$ cat src/rtl/gb_timer_ctrl.sv
// Game Boy timer controller: system counter, DIV/TIMA/TMA/TAC and delayed TMA reload.
// Optional macro TIMER_DIV_GLITCH_EN: DIV/TAC writes that drop timer_sig also count as a TIMA increment.
module gb_timer_ctrl #(
  parameter int SYS_CNT_WIDTH = 16,
  parameter int RELOAD_DELAY  = 4
) (
  input  logic       clk_in,
  input  logic       rst_in,
  input  logic       tick_in,
  input  logic       reg_wr_in,
  input  logic [1:0] reg_addr_in,
  input  logic [7:0] reg_wdata_in,
  output logic [7:0] reg_rdata_out,
  output logic       irq_out,
  output logic [1:0] dbg_state_out
);

  typedef enum logic [1:0] {
    ST_RUN    = 2'd0,
    ST_OVF    = 2'd1,
    ST_RELOAD = 2'd2
  } state_t;

  localparam logic [SYS_CNT_WIDTH-1:0] LP_CNT_ONE  = {{(SYS_CNT_WIDTH-1){1'b0}}, 1'b1};
  localparam logic [2:0]               LP_RLD_LAST = 3'(RELOAD_DELAY - 1);

  logic [SYS_CNT_WIDTH-1:0] r_cnt;
  logic [7:0]               r_tima;
  logic [7:0]               r_tma;
  logic [2:0]               r_tac;
  logic                     r_edge;
  logic [2:0]               r_rcnt;
  logic                     r_irq;
  state_t                   r_state;

  logic [SYS_CNT_WIDTH-1:0] w_cnt_next;
  logic [7:0]               w_tima_next;
  logic [7:0]               w_tma_next;
  logic [2:0]               w_tac_next;
  logic [2:0]               w_rcnt_next;
  logic                     w_irq_next;
  state_t                   w_state_next;

  logic w_wr_div, w_wr_tima, w_wr_tma, w_wr_tac, w_cfg_wr;
  logic w_sig_cur, w_sig_post, w_fall, w_glitch, w_inc;

  // Counter bit chosen by TAC[1:0], gated by the TAC enable bit.
  function automatic logic sel_sig(input logic [SYS_CNT_WIDTH-1:0] cnt, input logic [2:0] tac);
    logic b;
    case (tac[1:0])
      2'b00:   b = cnt[9];
      2'b01:   b = cnt[3];
      2'b10:   b = cnt[5];
      default: b = cnt[7];
    endcase
    return tac[2] & b;
  endfunction

  assign w_wr_div  = reg_wr_in && (reg_addr_in == 2'd0);
  assign w_wr_tima = reg_wr_in && (reg_addr_in == 2'd1);
  assign w_wr_tma  = reg_wr_in && (reg_addr_in == 2'd2);
  assign w_wr_tac  = reg_wr_in && (reg_addr_in == 2'd3);
  assign w_cfg_wr  = w_wr_div | w_wr_tac;

  always_comb begin
    w_cnt_next = r_cnt;
    if (w_wr_div)     w_cnt_next = '0;
    else if (tick_in) w_cnt_next = r_cnt + LP_CNT_ONE;
  end

  assign w_tac_next = w_wr_tac ? reg_wdata_in[2:0] : r_tac;
  assign w_tma_next = w_wr_tma ? reg_wdata_in : r_tma;

  // timer_sig before this edge and as it will be after this edge's writes.
  assign w_sig_cur  = sel_sig(r_cnt, r_tac);
  assign w_sig_post = sel_sig(w_cnt_next, w_tac_next);
  assign w_fall     = r_edge & ~w_sig_cur;

`ifdef TIMER_DIV_GLITCH_EN
  assign w_glitch = w_cfg_wr & w_sig_cur & ~w_sig_post;
`else
  assign w_glitch = 1'b0;
`endif

  assign w_inc = w_fall | w_glitch;

  always_comb begin
    w_state_next = r_state;
    w_rcnt_next  = r_rcnt;
    w_tima_next  = r_tima;
    w_irq_next   = 1'b0;
    case (r_state)
      ST_RUN: begin
        if (w_wr_tima) begin
          w_tima_next = reg_wdata_in;
        end else if (w_inc) begin
          if (r_tima == 8'hFF) begin
            w_tima_next  = 8'h00;
            w_state_next = ST_OVF;
            w_rcnt_next  = 3'd0;
          end else begin
            w_tima_next = r_tima + 8'd1;
          end
        end
      end
      ST_OVF: begin
        if (w_wr_tima) begin
          // CPU write during the reload window cancels reload and irq.
          w_tima_next  = reg_wdata_in;
          w_state_next = ST_RUN;
          w_rcnt_next  = 3'd0;
        end else begin
          if (w_inc) w_tima_next = r_tima + 8'd1;
          if (tick_in) begin
            if (r_rcnt == LP_RLD_LAST) begin
              w_tima_next  = w_tma_next;
              w_irq_next   = 1'b1;
              w_state_next = ST_RELOAD;
              w_rcnt_next  = 3'd0;
            end else begin
              w_rcnt_next = r_rcnt + 3'd1;
            end
          end
        end
      end
      ST_RELOAD: begin
        // TIMA tracks TMA here; direct TIMA writes and increments are dropped.
        if (w_wr_tma) w_tima_next = reg_wdata_in;
        if (tick_in)  w_state_next = ST_RUN;
      end
      default: begin
        w_state_next = ST_RUN;
        w_rcnt_next  = 3'd0;
      end
    endcase
  end

  always_ff @(posedge clk_in or posedge rst_in) begin
    if (rst_in) begin
      r_cnt   <= '0;
      r_tima  <= 8'h00;
      r_tma   <= 8'h00;
      r_tac   <= 3'd0;
      r_edge  <= 1'b0;
      r_rcnt  <= 3'd0;
      r_irq   <= 1'b0;
      r_state <= ST_RUN;
    end else begin
      r_cnt   <= w_cnt_next;
      r_tima  <= w_tima_next;
      r_tma   <= w_tma_next;
      r_tac   <= w_tac_next;
      r_edge  <= w_cfg_wr ? w_sig_post : w_sig_cur;
      r_rcnt  <= w_rcnt_next;
      r_irq   <= w_irq_next;
      r_state <= w_state_next;
    end
  end

  always_comb begin
    reg_rdata_out = 8'h00;
    case (reg_addr_in)
      2'd0:    reg_rdata_out = r_cnt[15:8];
      2'd1:    reg_rdata_out = r_tima;
      2'd2:    reg_rdata_out = r_tma;
      default: reg_rdata_out = {5'b11111, r_tac};
    endcase
  end

  assign irq_out       = r_irq;
  assign dbg_state_out = r_state;

endmodule

$ cat config.mk
export PLATFORM = sky130hd
export DESIGN_NAME = gb_timer_ctrl
export DESIGN_NICKNAME = d
export VERILOG_FILES = /design/src/rtl/gb_timer_ctrl.sv
export SDC_FILE = /design/constraint.sdc
export NUM_CORES = 1
export LEC_CHECK = 0
export BUFFER_PORTS_ARGS = -buffer_cell sky130_fd_sc_hd__buf_2
export CAP_MARGIN = 20
export CORE_MARGIN = 5
export CORE_UTILIZATION = 50
export CTS_BUF_LIST = sky130_fd_sc_hd__clkbuf_16
export DETAILED_ROUTE_END_ITERATION = 8
export PLACE_DENSITY_LB_ADDON = 0.3
export RECOVER_POWER = 50
export SLEW_MARGIN = 20
export SYNTH_ARGS = -nofsm -noshare
export SYNTH_HDL_FRONTEND = slang
export SYNTH_SLANG_ARGS = --single-unit
$ cat constraint.sdc
create_clock -name clk_in -period 2.5 [get_ports clk_in]
set_input_delay 0.125 -clock clk_in [delete_from_list [all_inputs] [get_ports clk_in]]
set_output_delay 0.125 -clock clk_in [all_outputs]
set_load 0.02 [all_outputs]
==> parameters.txt <==
Parameter                              Value

Global route
  Overall track demand over capacity in global routing ... 0.239
  Overflow after GRT ... 0
  Maximum number of pins on one net before global-route repair ... 29
  Wire length of the first global-routing pass ... 14,700 um
  Initial antenna violation count ... 0
  Via count of the first global-routing pass ... about 2,800

Finish
  Final instance area ... 3430 sq um
  Number of inserted diodes ... 0
  Footprint of the flip-flops and latches ... 1050 sq um
  Layout area overhead ... 11.0%
  Number of nets in the layout ... 399
  Number of inserted filler cells in the final layout ... 552
  Most common cell after layout, fill and taps aside ... sky130_fd_sc_hd__nand2_1
  Leading cell types in the layout, fill and taps excluded ... sky130_fd_sc_hd__nand2_1 (43), sky130_fd_sc_hd__dfrtp_1 (42), sky130_fd_sc_hd__nor2_1 (23)
  Non-filler instance count after layout ... approximately 450
  Fraction of final layout cells sized beyond drive strength 1 ... 0.150
  Footprint of the multi-input gates ... between 1500 and 2000 sq um

Drt
  Total wire length ... 8530 um
  Via Count ... slightly below 3,000
  WL/cell ... 18.8 um
  Number of vias per cell ... between 6 and 7
  Detailed Routing Iterations Pass 1 ... 5
  Count of nets left with antenna violations after detail routing ... 0
  Count of unresolved DRC violations after routing ... 0
  DRC marker count from the first detailed-route iteration ... 454

Place
  Weighted congestion reported at the end of routability-driven placement ... 0.955
  Placed Area ... 3270 sq um
  Number of I/O port buffers ... 24
  Sum of net half-perimeters after detailed placement ... 6240 um
  Number of placed instances with taps included ... 445

CTS
  Clock insertion delay at the later pin of the skew report ... 0.28 ns
  CTS sink cnt ... 42
  CTS tree ... built
  CTS Buf Count ... 5
  Clock Tree Root ... sky130_fd_sc_hd__clkbuf_16
  CTS H-tree lvls ... 2
  Largest buffer count on any clock path ... 2
  CTS clk-pin slew, worst paths ... around 0.060 ns

Power and ir drop
  Total Power Consumption ... 2490 uW
  Static leakage ... 0.00147 uW
  Max rail drop VDD ... 0.342 mV
  Power density of the placed cells ... just over 700 nW/um^2

Setup path
  Launching element type of the critical path ... flip-flop
  Critical path type ... flip-flop to flip-flop
  Data arrival time of the critical path ... 2.46 ns
  Worst-path maximum fanout ... 8
  Worst Path Required ... 2.67 ns
  Worst setup EP type ... flip-flop

Timing
  Final Setup Violations ... 0
  Unrepaired setup endpoints after global routing ... false
  Final worst-path cycle share ... 0.917
  Peak Freq ... 436 MHz
  Relative slew slack ... 0.384
  Total negative slack for setup checks ... 0 ns
  Endpoints failing hold ... 0
  Final Max Tran Viols ... 0
  Setup skew after layout ... 0.00292 ns
  Crit path time final ... 2.29 ns
  Measured slew at the worst slew-check pin ... ~0.92 ns

Logic synthesis
  Portion of the post-synthesis area used by sequential elements ... 0.340
  Syn_area_per_cell ... 8.57 sq um
  #FFs+latches synth ... 42
  FFs w/ async S/R, synth ... 1.00
  Post-synthesis cell area ... 3090 sq um
  Area share of the leading cell type in the synthesized netlist ... 0.340
  Largest area contributor in the synthesized netlist ... sky130_fd_sc_hd__dfrtp_1
  Number of warnings reported in the yosys synthesis log ... 0
  Number of flops mapped to enable cells by yosys ... 0
  Cell types occupying the most area after synthesis ... sky130_fd_sc_hd__dfrtp_1 (34%), sky130_fd_sc_hd__nand2_1 (5.2%), sky130_fd_sc_hd__mux2_2 (4.0%)
  Post-synthesis cell type count ... 61
  Most common flop cell mapped by yosys ... sky130_fd_sc_hd__dfrtp_1
  Synthesized Nets ... around 380
  Synthesized instance count ... 361

Floorplan
  Placement Rows ... 28
  Height of the die ... around 89 um
  Number of top-level pins ... 25
  Initial Util ... 0.520
  Placeable core area ... 5960 sq um
  Die width ... between 80 and 90 um
  Die area ... 7860 sq um

Status
  Status ... complete, no violations

Run
  Max Cap Violations ... 0

Min path
  Worst min-delay path category ... primary input to flip-flop
==> worst paths after layout <==
check,start,endpoint,slack (ns),depth (start not counted)
max in group asynchronous,rst_in,r_tima[1],1.07,4
worst min register to register,r_tma[3],r_tma[3],0.51,2
worst max-delay path,r_tima[0],r_rcnt[0],0.21,6
min in group asynchronous,rst_in,r_cnt[14],0.37,3
worst max register to register,r_tima[0],r_rcnt[0],0.21,6
worst min-delay path,reg_wdata_in[4],r_tma[4],0.11,3
==> registers in the layout (all words and copies together), names as in the netlist <==
name and flops:
r_rcnt 3, r_edge 1, dbg_state_out 2, r_tma 8, r_tima 8, r_tac 3
r_cnt 16, irq_out 1
==> cell families (layout without fill, tap and decap cells) <==
group	Yosys count	in the layout	share of synthesized area
AOI/OAI and AO/OA	96	96	0.221
xor gates and xnor gates	13	13	0.0368
adders and majority gates	7	7	0.0283
buffers and inverters	41	59	0.0562
DFF	42	42	0.340
muxes	21	21	0.0869
and+or+nand+nor	141	141	0.231
==> Yosys cell counts, types with 2 or more instances <==
| master | number |
|---|---|
| sky130_fd_sc_hd__nand2_1 | 43 |
| sky130_fd_sc_hd__dfrtp_1 | 42 |
| sky130_fd_sc_hd__nor2_1 | 23 |
| sky130_fd_sc_hd__o21ai_0 | 18 |
| sky130_fd_sc_hd__a21oi_1 | 17 |
| sky130_fd_sc_hd__buf_2 | 16 |
| sky130_fd_sc_hd__inv_1 | 15 |
| sky130_fd_sc_hd__nand3_1 | 13 |
| sky130_fd_sc_hd__nor3_1 | 13 |
| sky130_fd_sc_hd__mux2_2 | 11 |
| sky130_fd_sc_hd__xor2_1 | 10 |
| sky130_fd_sc_hd__clkbuf_1 | 9 |
| sky130_fd_sc_hd__nand4_1 | 8 |
| sky130_fd_sc_hd__ha_1 | 7 |
| sky130_fd_sc_hd__o31ai_1 | 7 |
| sky130_fd_sc_hd__or3_1 | 7 |
| sky130_fd_sc_hd__a211oi_1 | 6 |
| sky130_fd_sc_hd__and3_1 | 6 |
| sky130_fd_sc_hd__nand2b_1 | 6 |
| sky130_fd_sc_hd__o22a_1 | 6 |
| sky130_fd_sc_hd__mux2i_1 | 5 |
| sky130_fd_sc_hd__o211ai_1 | 5 |
| sky130_fd_sc_hd__a31oi_1 | 4 |
| sky130_fd_sc_hd__a221oi_1 | 3 |
| sky130_fd_sc_hd__and2_1 | 3 |
| sky130_fd_sc_hd__and3b_1 | 3 |
| sky130_fd_sc_hd__mux4_2 | 3 |
| sky130_fd_sc_hd__nand3b_1 | 3 |
| sky130_fd_sc_hd__xnor2_1 | 3 |
| sky130_fd_sc_hd__a211o_1 | 2 |
| sky130_fd_sc_hd__a21boi_0 | 2 |
| sky130_fd_sc_hd__a22o_1 | 2 |
| sky130_fd_sc_hd__a311oi_1 | 2 |
| sky130_fd_sc_hd__a32oi_1 | 2 |
| sky130_fd_sc_hd__and4_1 | 2 |
| sky130_fd_sc_hd__and4b_1 | 2 |
| sky130_fd_sc_hd__mux2i_2 | 2 |
| sky130_fd_sc_hd__nor2b_1 | 2 |
| sky130_fd_sc_hd__nor4_1 | 2 |
| sky130_fd_sc_hd__o21a_1 | 2 |
| sky130_fd_sc_hd__o221a_2 | 2 |
| sky130_fd_sc_hd__o32ai_1 | 2 |
| sky130_fd_sc_hd__or2_2 | 2 |
==> final cells by class <==
class | count | share of cell area
Clock buffer | 5 | 0.0364
Clock inverter | 3 | 0.0120
Sequential cell | 42 | 0.306
Multi-Input combinational cell | 278 | 0.544
Tap cell | 75 | 0.0273
Inverter | 15 | 0.0164
Timing Repair Buffer | 36 | 0.0576
==> stage by stage <==
| step | hold slack (ns) | setup WS [ns] | util |
|---|---|---|---|
| finish | 0.108 | 0.207 | 0.577 |
| global placement | 0.139 | 0.388 | 0.550 |
| floorplan | 0.230 | 0.455 | - |
| detailed placement | 0.142 | 0.237 | 0.550 |
| global route | 0.135 | 0.0592 | 0.577 |
| CTS | 0.111 | 0.228 | 0.579 |
==> routing by layer <==
layer | track usage | wire [um] | up-vias
met3 | 0.0428 | 689 | 17
met2 | 0.368 | 3880 | 150
met5 | 0 | 0 | -
li1 | - | - | 1373
met1 | 0.342 | 3800 | 1425
met4 | 0.0714 | 174 | 0
==> critical path, cell delays in order (launching register included) <==
cell and delay [ns]:
sky130_fd_sc_hd__dfrtp_1 0.46, sky130_fd_sc_hd__ha_1 0.30, sky130_fd_sc_hd__nand3_1 0.14, sky130_fd_sc_hd__or3_1 0.42, sky130_fd_sc_hd__o32ai_1 0.40, sky130_fd_sc_hd__o21ai_1 0.16
sky130_fd_sc_hd__mux2_2 0.29
==> repair_timing <==
action,in CTS,in global routing
hold buffers,1,0
endpoints found under the hold margin,14,0
buffers inserted,0,0
gates resized for setup,0,0
==> report_power, final <==
part / switching, uW / internal (uW)
Combinational: 432 / 327
Clock: 264 / 467
Sequential: 197 / 804
Note: power is estimated with default switching activity, not from simulation.
